===== src/rtl/cpu_pkg.sv =====
// Shared CPU pipeline types: register indices, forwarding selects and scoreboard entries.
package cpu_pkg;

    localparam int NUM_REGS  = 32;
    localparam int REG_IDX_W = $clog2(NUM_REGS);
    localparam int SB_DEPTH  = 3;

    typedef logic [REG_IDX_W-1:0] reg_idx_t;

    typedef enum logic [1:0] {
        FWD_RF = 2'd0,
        FWD_S0 = 2'd1,
        FWD_S1 = 2'd2,
        FWD_S2 = 2'd3
    } fwd_sel_e;

    typedef struct packed {
        logic     v;
        reg_idx_t rd;
        logic     ld;
    } sb_entry_t;

    localparam reg_idx_t REG_ZERO = '0;

endpackage


===== src/rtl/hazard_match.sv =====
// Per-operand scoreboard lookup: picks the youngest in-flight producer of a source register.
module hazard_match
    import cpu_pkg::*;
#(
    parameter int DEPTH = SB_DEPTH
) (
    input  sb_entry_t sb [DEPTH],
    input  reg_idx_t  src,
    input  logic      src_used,
    output fwd_sel_e  sel,
    output logic      load_use
);

    logic hit;

    // NOTE: every output and the loop flag get a default first, so no path leaves them unassigned (no latch).
    always_comb begin
        sel      = FWD_RF;
        load_use = 1'b0;
        hit      = 1'b0;
        // Scanning from slot0 upward and stopping at the first hit makes the youngest producer win.
        for (int i = 0; i < DEPTH; i++) begin
            if (!hit && src_used && (src != REG_ZERO) && sb[i].v && (sb[i].rd == src)) begin
                hit = 1'b1;
                if ((i == 0) && sb[i].ld) begin
                    load_use = 1'b1;
                end else begin
                    sel = fwd_sel_e'(2'(i + 1));
                end
            end
        end
    end

endmodule


===== src/rtl/hazard_scheduler.sv =====
// Issue/hazard controller between decode and execute: scoreboard, load-use stall and operand forwarding.
module hazard_scheduler
    import cpu_pkg::*;
#(
    parameter int NREG  = NUM_REGS,
    parameter int REG_W = $clog2(NREG),
    parameter int DEPTH = SB_DEPTH,
    parameter int CNT_W = 16
) (
    input  logic             CLOCK_50,
    input  logic             RSTN_N,
    input  logic             id_valid,
    input  logic [REG_W-1:0] id_rs1,
    input  logic [REG_W-1:0] id_rs2,
    input  logic             id_use_rs1,
    input  logic             id_use_rs2,
    input  logic [REG_W-1:0] id_rd,
    input  logic             id_we,
    input  logic             id_is_load,
    input  logic             flush,
    input  logic             ext_hold,
    output logic             stall,
    output logic             issue,
    output logic [1:0]       fwd_sel1,
    output logic [1:0]       fwd_sel2,
    output logic [CNT_W-1:0] stall_cnt
);

    localparam logic [CNT_W-1:0] CNT_MAX = '1;

    sb_entry_t sb [DEPTH];
    fwd_sel_e  sel1, sel2;
    logic      load_use1, load_use2;

    hazard_match #(.DEPTH(DEPTH)) u_match_rs1 (
        .sb       (sb),
        .src      (id_rs1),
        .src_used (id_use_rs1),
        .sel      (sel1),
        .load_use (load_use1)
    );

    hazard_match #(.DEPTH(DEPTH)) u_match_rs2 (
        .sb       (sb),
        .src      (id_rs2),
        .src_used (id_use_rs2),
        .sel      (sel2),
        .load_use (load_use2)
    );

    // A flush kills the decode instruction, so it can neither stall nor be counted.
    assign stall    = id_valid & ~flush & (load_use1 | load_use2);
    assign issue    = id_valid & ~stall & ~flush & ~ext_hold;
    assign fwd_sel1 = sel1;
    assign fwd_sel2 = sel2;

    // NOTE: the scoreboard must be cleared on reset; a stale valid entry would forward garbage after release.
    always_ff @(posedge CLOCK_50 or negedge RSTN_N) begin
        if (!RSTN_N) begin
            for (int i = 0; i < DEPTH; i++) begin
                sb[i] <= '0;
            end
            stall_cnt <= '0;
        end else if (!ext_hold) begin
            if (issue) begin
                sb[0] <= '{v: id_we && (id_rd != REG_ZERO), rd: id_rd, ld: id_is_load};
            end else begin
                sb[0] <= '0;
            end
            for (int i = DEPTH - 1; i > 0; i--) begin
                sb[i] <= sb[i-1];
            end
            if (stall && (stall_cnt != CNT_MAX)) begin
                stall_cnt <= stall_cnt + 1'b1;
            end
        end
    end

endmodule


===== config.mk =====
export PLATFORM = sky130hd
export DESIGN_NAME = hazard_scheduler
export DESIGN_NICKNAME = d
export VERILOG_FILES = /design/src/rtl/cpu_pkg.sv /design/src/rtl/hazard_match.sv /design/src/rtl/hazard_scheduler.sv
export SDC_FILE = /design/constraint.sdc
export NUM_CORES = 1
export LEC_CHECK = 0
export CAP_MARGIN = 10
export CORE_MARGIN = 5
export CORE_UTILIZATION = 45
export CTS_BUF_LIST = sky130_fd_sc_hd__clkbuf_16
export DETAILED_ROUTE_END_ITERATION = 7
export GPL_ROUTABILITY_DRIVEN = 0
export PLACE_DENSITY = 0.75
export SYNTH_ARGS = -nofsm -noshare
export SYNTH_HDL_FRONTEND = slang
export SYNTH_SLANG_ARGS = --single-unit
export TNS_END_PERCENT = 5

===== constraint.sdc =====
create_clock -name CLOCK_50 -period 2 [get_ports CLOCK_50]
set_clock_uncertainty 0.2 [all_clocks]
set_input_delay 0.4 -clock CLOCK_50 [delete_from_list [all_inputs] [get_ports CLOCK_50]]
set_output_delay 0.4 -clock CLOCK_50 [all_outputs]
set_load 0.005 [all_outputs]

==> results by group, run 1 <==
Critical path
  – CP max stage cell: dfrtp_2
  – CP peak stage delay: 0.43 ns
  – Crit path launch type: register
  – CP endpoint kind: primary output
  – CP Launch Point: sb[17]$_DFFE_PN0N_
  – Critical path fanouts, max: 3
  – Data required time at the worst endpoint: ~1.4 ns
  – Critical Path Most Common Cell: buf_6
  – WP data arrival: approximately 2.0 ns
  – Crit path kind: reg2out
  – Worst flop-to-flop path startpoint: sb[17]$_DFFE_PN0N_
  – Critical path cell sequence: xor2_1 -> nor4_2 -> nand3_1 -> buf_6 -> o22ai_4 -> buf_6 -> a21oi_4 -> buf_2

Yosys
  – Synthesized Nets: roughly 210
  – Post-synth cell types: 34
  – Number of flops mapped to enable cells by yosys: 0
  – Register area share after synthesis: a little over two fifths
  – Top_reg_cell synth: dfrtp_1
  – Synthesis-stage register bit count: 35
  – Syn_area_per_cell: 11.1 um^2
  – Synth Warn #: 0
  – Syn Std Cell Area: between 2000 and 2500 um^2
  – Gate count of the mapped netlist: about 180
  – Post-synth ARST share: 100%

Clock tree
  – CTS tree: yes
  – Cts bufs inserted: 5
  – Hold Buf Count CTS: 0
  – Clock latency on the worst-skew pair: approximately 0.27 ns
  – Clock Pin Slew Worst Setup and Hold Paths: about 0.05 ns
  – Clock net sink count: 35
  – Clock root buffer: clkbuf_16
  – Longest Clk Path Bufs: 2
  – H-tree depth: 2

Power and ir drop
  – Peak supply drop: roughly 430 uV
  – Pwr/cell area: around 610 nW/um^2
  – Leak: roughly 1.5 nW

Final layout
  – Commonest non-fill, non-tap cell in the layout: buf_4
  – Most frequent cells in the layout: buf_4, dfrtp_1, clkdlybuf4s50_1, xor2_1, xnor2_1
  – Layout cells sized above 1: about 38%
  – Fin cells: approximately 340
  – P&R area growth vs syn: 55.2%
  – N_diodes: 0
  – Filler instances: 299
  – Layout Nets: around 310

STA
  – Final Cycle Share: 130%
  – Final Hold Fails: 0
  – Max Clk Rate: roughly 0.39 GHz
  – Final setup vio count: 29
  – Final Worst Setup Slack: -0.596 ns
  – Unrepaired setup endpoints after global routing: true
  – Setup TNS Final: -9.68 ns
  – Fin crit period: roughly 2.6 ns
  – Slew Limit Headroom: around 70%
  – Final Slew Violations: 0
  – Worst Tran Pin Value: around 0.44 ns

Global route
  – Initial antenna violation count: 0
  – Global-route wire length before repair: ~9400 um
  – Largest net degree at the start of global routing: 36
  – GR Overflow Total: 0
  – GRT Util Overall: about a fifth
  – Vias in the first global route: roughly 1,900

Placement
  – # port buffers: between 40 and 50
  – Post-Place Cells: ~330
  – Post-DP HPWL: slightly above 4000 um

Floorplanning
  – Die height: 77.5 um
  – Die X-Extent: just under 80 um
  – Placement Rows: 24
  – IO Count: between 40 and 50
  – Core area: 4380 um^2
  – Die ar.: roughly 6000 um^2
  – Initial Util: 46.7%

Drt
  – Vias: about 1,900
  – Total wire length: between 5000 and 6000 um
  – Wire per inst: between 15 and 20 um
  – Drt drc: 0
  – Final ANT Viol Nets: 0
  – DR pass1 iterations: 4
  – Drt first-iter violations: approximately 110
  – Vias per std cell: ~5.5

Outcome
  – Outcome: complete, but fails checks
  – Failing checks: setup timing

Worst hold path
  – Hold Crit Class: reg2reg
  – Hold wc startpoint: stall_cnt[10]$_DFFE_PN0P_

Flow run
  – Max Cap Violations: 0
==> area by class of cell <==
cell class / count / area [um^2] / share of cell area (%)
Multi-Input combinational cell: 143 / 1180 / 37.1
Clock inverter: 3 / 38.8 / 1.22
Sequential cell: 35 / 878 / 27.6
Timing Repair Buffer: 104 / 895 / 28.1
Clock buffer: 5 / 125 / 3.93
Tap cell: 52 / 65.1 / 2.05
==> cells by family after synthesis <==
logic type	share of synthesized area, %
DFF	42.7
xor gates and xnor gates	19.2
adders and majority gates	0.610
AOI/OAI and AO/OA	8.43
and+or+nand+nor	19.7
buffers and inverters	2.01
muxes	7.33
==> path summary, 6_finish.rpt <==
path                                        endpoint  slack [ns]  cells past startpoint
setup / recovery                               issue       -0.60                      8
hold / removal             stall_cnt[10]$_DFFE_PN0P_        0.30                      1
setup reg to reg            stall_cnt[1]$_DFFE_PN0P_       -0.46                     10
hold reg to reg            stall_cnt[10]$_DFFE_PN0P_        0.30                      1
max in group asynchronous         sb[15]$_DFFE_PN0N_        0.93                      2
min in group asynchronous         sb[19]$_DFFE_PN0N_        0.34                      2
==> through the flow <==
step	util (%)	total power (W)	hold slack (ns)	setup slack [ns]	area, um^2
after floorplan	-	0.000899	-0.0956	-0.246	2050
after detailed placement	66.1	0.00106	0.293	-1.14	2900
final	72.5	0.00193	0.295	-0.596	3180
after CTS	72.0	0.00194	0.300	-0.644	3160
after global placement	66.1	0.00105	0.282	-1.11	2900
after global routing	72.5	0.00199	0.335	-0.695	3180
==> report_power, final <==
group	total, W	internal, W	leakage, nW	switching [W]
clock	0.000865	0.000581	0.0812	0.000285
sequential	0.000775	0.000738	0.477	0.0000370
combinational	0.000289	0.000160	0.904	0.000129
==> timing repair <==
action                                  4_1_cts  5_1_grt
pin swaps                                    28        6
gates cloned                                  0        0
endpoints found under the setup margin       29       29
resized for setup                            63        5
setup buffers                                 8        1
==> flip-flops by register name, summed over array words and instances, names as in the netlist <==
register	count
stall_cnt	16
sb	19
==> Yosys cell counts (all sizes together), types with 3 or more instances <==
| library cell | number | area (um^2) |
|---|---|---|
| xor2 | 24 | 210 |
| nand3 | 11 | 65.1 |
| dfrtp | 35 | 876 |
| nand4 | 10 | 62.6 |
| a31oi | 3 | 18.8 |
| and3 | 8 | 51.3 |
| nor4 | 7 | 65.1 |
| nor3 | 7 | 35.0 |
| mux2 | 13 | 150 |
| xnor2 | 21 | 184 |
| nand2 | 10 | 37.5 |
| a22o | 6 | 52.6 |
| clkbuf | 4 | 25.0 |
| nor2 | 9 | 33.8 |
==> critical path: cells and delay by family (launching register included) <==
| family | cells | cell delay (ns) |
|---|---|---|
| AOI/OAI and AO/OA | 2 | 0.19 |
| xor gates and xnor gates | 1 | 0.15 |
| buffers and inverters | 3 | 0.43 |
| DFF | 1 | 0.43 |
| and+or+nand+nor | 2 | 0.51 |
==> per-layer routing <==
| metal | GRT usage (%) | vias to the layer above | wire, um |
|---|---|---|---|
| met5 | 0 | - | 0 |
| met4 | 4.98 | 0 | 53 |
| met3 | 3.82 | 4 | 265 |
| met2 | 31.5 | 51 | 2770 |
| met1 | 26.2 | 929 | 2540 |
| li1 | - | 884 | - |
(Power assumes the default switching activity.)
==> inputs of run 2 (changes only) <==
--- a/config.mk
+++ b/config.mk
@@ -12,6 +12,7 @@
 export DETAILED_ROUTE_END_ITERATION = 7
 export GPL_ROUTABILITY_DRIVEN = 0
 export PLACE_DENSITY = 0.75
+export RECOVER_POWER = 100
 export SYNTH_ARGS = -nofsm -noshare
 export SYNTH_HDL_FRONTEND = slang
 export SYNTH_SLANG_ARGS = --single-unit
==> run 2 against run 1 <==
The flow still finishes with violations (setup timing). Via count is 0.32% lower. Sequential power is essentially flat. Die area stayed put. Critical path depth is 1 higher. Routed wire length fell by 0.53%. Register-to-register slack hardly changed. First-iteration DRC count grew 26%. Combinational power about the same. Highest routed layer unchanged.
==> results by group, run 2 (synthesized netlist as in run 1, its figures left out) <==
Global route
  – Largest net degree at the start of global routing: 36 (unchanged)
  – Global-route wire length before repair: 9390 um (unchanged)
  – GR Overflow Total: 0 (unchanged)
  – Initial antenna violation count: 0 (unchanged)
  – Vias in the first global route: 1,939 (unchanged)
  – GRT Util Overall: 19.3% (unchanged)

Final layout
  – Sequential cell area: 878 um^2 (unchanged)
  – Max reg flops: 19 (unchanged)
  – Most frequent cells in the layout: buf_4, dfrtp_1, xor2_1, xnor2_1, dlygate4sd3_1
  – N_diodes: 0 (unchanged)
  – Biggest regs: sb: 19 flops, stall_cnt: 16 flops
  – Filler instances: 301 (+0.67%)
  – Layout cells sized above 1: 37.9% (unchanged)
  – Top reg by flops: sb
  – Final core occ: 72.3% (-0.23 points)
  – Layout Nets: 314 (unchanged)
  – Commonest non-fill, non-tap cell in the layout: buf_4
  – Area of the multi-input gates: 1180 um^2 (unchanged)
  – P&R area growth vs syn: 54.7%

Floorplanning
  – IO Count: 46 (unchanged)
  – Initial Util: 46.7% (unchanged)
  – Die ar.: 6000 um^2 (unchanged)
  – Placement Rows: 24 (unchanged)
  – Core area: 4380 um^2 (unchanged)
  – Die height: 77.5 um (unchanged)
  – Die X-Extent: 77.5 um (unchanged)

Power and ir drop
  – Pwr/cell area: 607 nW/um^2 (+0.15%)
  – Leak: 1.51 nW (+3.0%)
  – Peak supply drop: 427 uV (-0.14%)

Clock tree
  – CTS tree: yes
  – Clock latency on the worst-skew pair: 0.27 ns (about the same)
  – Clock net sink count: 35 (unchanged)
  – Hold Buf Count CTS: 0 (unchanged)
  – Clock Pin Slew Worst Setup and Hold Paths: 0.05 ns (about the same)
  – Cts bufs inserted: 5 (unchanged)
  – Longest Clk Path Bufs: 2 (unchanged)
  – Clock root buffer: clkbuf_16
  – H-tree depth: 2 (unchanged)

Critical path
  – Crit path kind: reg2out
  – Worst flop-to-flop path startpoint: sb[17]$_DFFE_PN0N_
  – CP endpoint kind: primary output
  – Critical Path Most Common Cell: buf_4
  – Crit path launch type: register
  – WP data arrival: 1.99 ns (about the same)
  – Data required time at the worst endpoint: 1.40 ns (about the same)
  – CP Launch Point: sb[17]$_DFFE_PN0N_
  – Setup slack, reg-to-reg: -0.46 ns (about the same)
  – CP peak stage delay: 0.43 ns (about the same)
  – Critical path cell sequence: xor2_1 -> nor4_2 -> nand3_1 -> buf_4 -> buf_4 -> nor2_2 -> a31oi_1 -> nor2_1 -> buf_2
  – Critical path fanouts, max: 3 (unchanged)
  – CP max stage cell: dfrtp_2

Drt
  – Vias: 1,862 (-0.32%)
  – Vias per std cell: 5.44 (-0.32%)
  – DR pass1 iterations: 4 (unchanged)
  – Wire per inst: 16.4 um (-0.53%)
  – Drt drc: 0 (unchanged)
  – Final ANT Viol Nets: 0 (unchanged)
  – Total wire length: 5600 um (-0.53%)
  – Drt first-iter violations: 142 (+26%)

Placement
  – # port buffers: 45 (unchanged)
  – Post-DP HPWL: 4020 um (unchanged)

STA
  – Fin crit period: 2.59 ns (-0.00378 ns)
  – Unrepaired setup endpoints after global routing: true
  – Worst Tran Pin Value: 0.859 ns (+0.420 ns)
  – Final Worst Setup Slack: -0.592 ns (+0.00378 ns)
  – Final setup vio count: 29 (unchanged)
  – Final Hold Fails: 0 (unchanged)
  – Slew Limit Headroom: 42.7% (-28 points)
  – Final Cycle Share: 130% (-0.19 points)
  – Final Slew Violations: 0 (unchanged)
  – Max Clk Rate: 0.386 GHz (+0.15%)
  – Setup TNS Final: -9.72 ns (-0.0379 ns)

Worst hold path
  – Hold wc startpoint: stall_cnt[10]$_DFFE_PN0P_
  – Hold Crit Class: reg2reg

Flow run
  – Max Cap Violations: 0 (unchanged)

Outcome
  – Failing checks: setup timing
  – Outcome: complete, but fails checks
-- run 2: cell types whose count changed in the layout (fill, tap and decap cells not counted), sizes merged --
| cell | delta |
|---|---|
| clkdlybuf4s50 | -15 |
| dlygate4sd3 | +15 |
| buf | -4 |
| clkbuf | +4 |
-- run 2: power breakdown --
part	leakage [nW]	total, W	internal, W	switching, W
Clock	0.0812	0.000864	0.000581	0.000284
Sequential	0.477	0.000775	0.000738	0.0000369
Combinational	0.948	0.000286	0.000158	0.000129
Total	1.51	0.00193	0.00148	0.000450
-- run 2: layout make-up --
class	instances	area share, %
clock buffers	5	3.95
clock inverters	3	1.22
multi-input cells	143	37.2
flip-flops and latches	35	27.7
well taps	52	2.05
repair buffers	104	27.9
-- run 2: worst max-delay path: cells and delay by family, from the launching register on --
kind            cells  cell delay [ns]
buf+inv             3             0.41
compound gates      1             0.05
simple gates        4             0.67
flops               1             0.43
xor+xnor            1             0.15
-- run 2: what timing repair did --
item                                    CTS  global route
endpoints found under the setup margin   29            29
pin swaps                                28             6
gates resized for setup                  63             5
setup buffers                             8             1
-- run 2: final timing paths --
kind | endpoint | cells after the start
setup / recovery | fwd_sel1[0] | 9
min in group asynchronous | sb[17]$_DFFE_PN0N_ | 2
hold / removal | stall_cnt[10]$_DFFE_PN0P_ | 1
hold reg to reg | stall_cnt[10]$_DFFE_PN0P_ | 1
setup reg to reg | stall_cnt[1]$_DFFE_PN0P_ | 10
max in group asynchronous | sb[15]$_DFFE_PN0N_ | 2
-- run 2: per-layer routing --
layer	vias to the layer above	wire length (um)	track usage (%)
li1	883	-	-
met1	930	2540	26.2
met2	45	2740	31.5
met3	4	264	3.82
met4	0	53	4.98
met5	-	0	0
-- run 2: stage by stage --
stage          setup WS [ns]  hold WS, ns  cells  power [W]  cell area, um^2
3_5_place_dp           -1.14        0.293    325    0.00106             2900
2_1_floorplan         -0.246      -0.0956    184   0.000899             2050
3_3_place_gp           -1.11        0.282    325    0.00105             2900
6_report              -0.592        0.290    342    0.00193             3170
5_1_grt               -0.695        0.331    342    0.00199             3170
4_1_cts               -0.644        0.300    341    0.00194             3160
==> inputs of run 3 (changes only) <==
--- a/config.mk
+++ b/config.mk
@@ -13,6 +13,7 @@
 export GPL_ROUTABILITY_DRIVEN = 0
 export PLACE_DENSITY = 0.75
 export RECOVER_POWER = 100
+export SETUP_SLACK_MARGIN = 0.1
 export SYNTH_ARGS = -nofsm -noshare
 export SYNTH_HDL_FRONTEND = slang
 export SYNTH_SLANG_ARGS = --single-unit
==> constraint.sdc (replaced) <==
create_clock -name CLOCK_50 -period 2 [get_ports CLOCK_50]
set_clock_uncertainty 0.2 [all_clocks]
set_input_delay 0.4 -clock CLOCK_50 [delete_from_list [all_inputs] [get_ports CLOCK_50]]
set_output_delay 0.4 -clock CLOCK_50 [all_outputs]
set_load 0.1 [all_outputs]
==> run 3 against run 2 <==
The run still ends with setup timing left. Global-route usage grew 1.4 points. Final cell count decreased by 0.88%. Power shrank 6.9%. Clock power down 17%. Core utilization is 0.71 points higher. Critical path depth is 3 lower. Sequential share of layout area down 0.27 points. Via count down 1.0%. Register-to-register slack better by 0.24 ns. Fmax shrank 2.1%. Largest cell class unchanged. Largest power group is now sequential cells.
==> results by group, run 3 (synthesized netlist as in run 1, its figures left out) <==
Clock tree
  – H-tree depth: 2 (unchanged)
  – Hold Buf Count CTS: 0 (unchanged)
  – Clock net sink count: 35 (unchanged)
  – CTS tree: yes
  – Longest Clk Path Bufs: 2 (unchanged)
  – Cts bufs inserted: 5 (unchanged)
  – Post CTS Setup Buffer Count: 0 (-8)
  – Clock root buffer: clkbuf_16
  – Clock Pin Slew Worst Setup and Hold Paths: 0.05 ns (about the same)
  – Clock latency on the worst-skew pair: 0.28 ns (about the same)

Final layout
  – Biggest regs: sb: 19 flops, stall_cnt: 16 flops
  – Layout Nets: 311 (-0.96%)
  – Area of the multi-input gates: 1230 um^2 (+4.2%)
  – Commonest non-fill, non-tap cell in the layout: buf_4
  – Max reg flops: 19 (unchanged)
  – Sequential cell area: 878 um^2 (unchanged)
  – Filler instances: 295 (-2.0%)
  – N_diodes: 0 (unchanged)
  – Top reg by flops: sb
  – P&R area growth vs syn: 56.2%
  – Layout cells sized above 1: 42.9% (+4.9 points)
  – Most frequent cells in the layout: buf_4, dfrtp_1, xor2_1, xnor2_1, clkdlybuf4s50_1

Outcome
  – Outcome: complete, but fails checks
  – Failing checks: setup timing

Drt
  – Drt first-iter violations: 100 (-30%)
  – Drt drc: 0 (unchanged)
  – Total wire length: 5820 um (+3.8%)
  – DR pass1 iterations: 4 (unchanged)
  – Wire per inst: 17.2 um (+4.7%)
  – Vias: 1,843 (-1.0%)
  – Final ANT Viol Nets: 0 (unchanged)
  – Vias per std cell: 5.44 (-0.14%)

Global route
  – Global-route wire length before repair: 9930 um (+5.7%)
  – GRT Util Overall: 20.7% (+1.4 points)
  – GR Overflow Total: 0 (unchanged)
  – Initial antenna violation count: 0 (unchanged)
  – Vias in the first global route: 1,918 (-1.1%)
  – Largest net degree at the start of global routing: 36 (unchanged)

Worst hold path
  – Hold Crit Class: reg2reg

Critical path
  – Crit path launch type: register
  – Crit path kind: reg2out
  – Critical path fanouts, max: 3 (unchanged)
  – CP endpoint kind: primary output
  – Data required time at the worst endpoint: 1.40 ns (about the same)
  – WP data arrival: 2.05 ns (+0.06 ns)

Placement
  – Place WS: -0.883 ns (+0.254 ns)
  – # port buffers: 45 (unchanged)
  – Post-DP HPWL: 4300 um (+6.9%)

Floorplanning
  – Die X-Extent: 77.5 um (unchanged)
  – Die ar.: 6000 um^2 (unchanged)
  – Die height: 77.5 um (unchanged)
  – Initial Util: 46.7% (unchanged)
  – Core area: 4380 um^2 (unchanged)
  – IO Count: 46 (unchanged)
  – Placement Rows: 24 (unchanged)

STA
  – Slew Limit Headroom: 44.9% (+2.2 points)
  – Final setup vio count: 29 (unchanged)
  – Final Cycle Share: 132% (+2.7 points)
  – Final Worst Setup Slack: -0.647 ns (-0.0549 ns)
  – Worst Tran Pin Value: 0.826 ns (-0.0331 ns)
  – Fin crit period: 2.65 ns (+0.0549 ns)
  – Final Slew Violations: 0 (unchanged)
  – Unrepaired setup endpoints after global routing: true
  – Final Hold Fails: 0 (unchanged)
  – Setup TNS Final: -7.95 ns (+1.77 ns)
  – WHS: 0.357 ns (+0.0667 ns)
  – Max Clk Rate: 0.378 GHz (-2.1%)

Flow run
  – Max Cap Violations: 0 (unchanged)

Power and ir drop
  – Pwr/cell area: 560 nW/um^2 (-7.9%)
  – Total power: 0.00179 W (-6.9%)
  – Leak: 1.47 nW (-2.6%)
  – Peak supply drop: 528 uV (+24%)
## run 3: cell types whose count changed in the layout (fill, tap and decap cells not counted), moves of 3 or more
cell and delta:
buf_6 -3, buf_12 +8, nor3_1 -4, dlygate4sd3_1 -13
buf_2 +3, clkbuf_1 +3
## run 3: path summary, 6_finish.rpt
path	slack, ns	to	start	depth (start not counted)
max in group asynchronous	0.47	stall_cnt[1]$_DFFE_PN0P_	RSTN_N	2
min reg2reg	0.36	stall_cnt[10]$_DFFE_PN0P_	stall_cnt[10]$_DFFE_PN0P_	2
max	-0.65	stall	sb[17]$_DFFE_PN0N_	6
min in group asynchronous	0.56	sb[17]$_DFFE_PN0N_	RSTN_N	2
min	0.36	stall_cnt[10]$_DFFE_PN0P_	stall_cnt[10]$_DFFE_PN0P_	2
max reg2reg	-0.22	sb[20]$_DFFE_PN0N_	sb[17]$_DFFE_PN0N_	8
## run 3: power by group
| group | internal (W) | switching, W | total (W) |
|---|---|---|---|
| logic | 0.000159 | 0.000142 | 0.000300 |
| clock network | 0.000447 | 0.000267 | 0.000714 |
| registers | 0.000738 | 0.0000401 | 0.000778 |
| total | 0.00134 | 0.000448 | 0.00179 |
## run 3: metrics by stage
stage,utilization [%],cell area [um^2],std cells
floorplan,-,2110,184
global placement,73.7,3230,331
detailed placement,73.7,3230,331
CTS,78.0,3420,339
global route,73.0,3200,339
finish,73.0,3200,339
## run 3: layout make-up
type / instances / share of cell area, %
Multi-Input combinational cell: 143 / 38.4
Clock buffer: 5 / 3.91
Clock inverter: 3 / 0.352
Sequential cell: 35 / 27.4
Timing Repair Buffer: 101 / 27.9
Tap cell: 52 / 2.03
## run 3: repair_timing
item / CTS / global route
gates cloned: 0 / 0
setup endpoints to repair: 29 / 29
pin swaps: 22 / 0
resized for setup: 24 / 1
## run 3: per-layer routing
layer / global-route usage, % / wire length, um / up-vias
li1: - / - / 877
met1: 27.9 / 2570 / 894
met2: 32.5 / 2770 / 62
met3: 4.98 / 363 / 10
met4: 7.39 / 114 / 0
met5: 0 / 0 / -
## run 3: critical path: stages (launching register included)
cell,delay [ns]
dfrtp_1,0.43
xor2_1,0.17
nor4_2,0.32
nand3_1,0.19
o22ai_4,0.20
and4b_4,0.28
buf_12,0.17
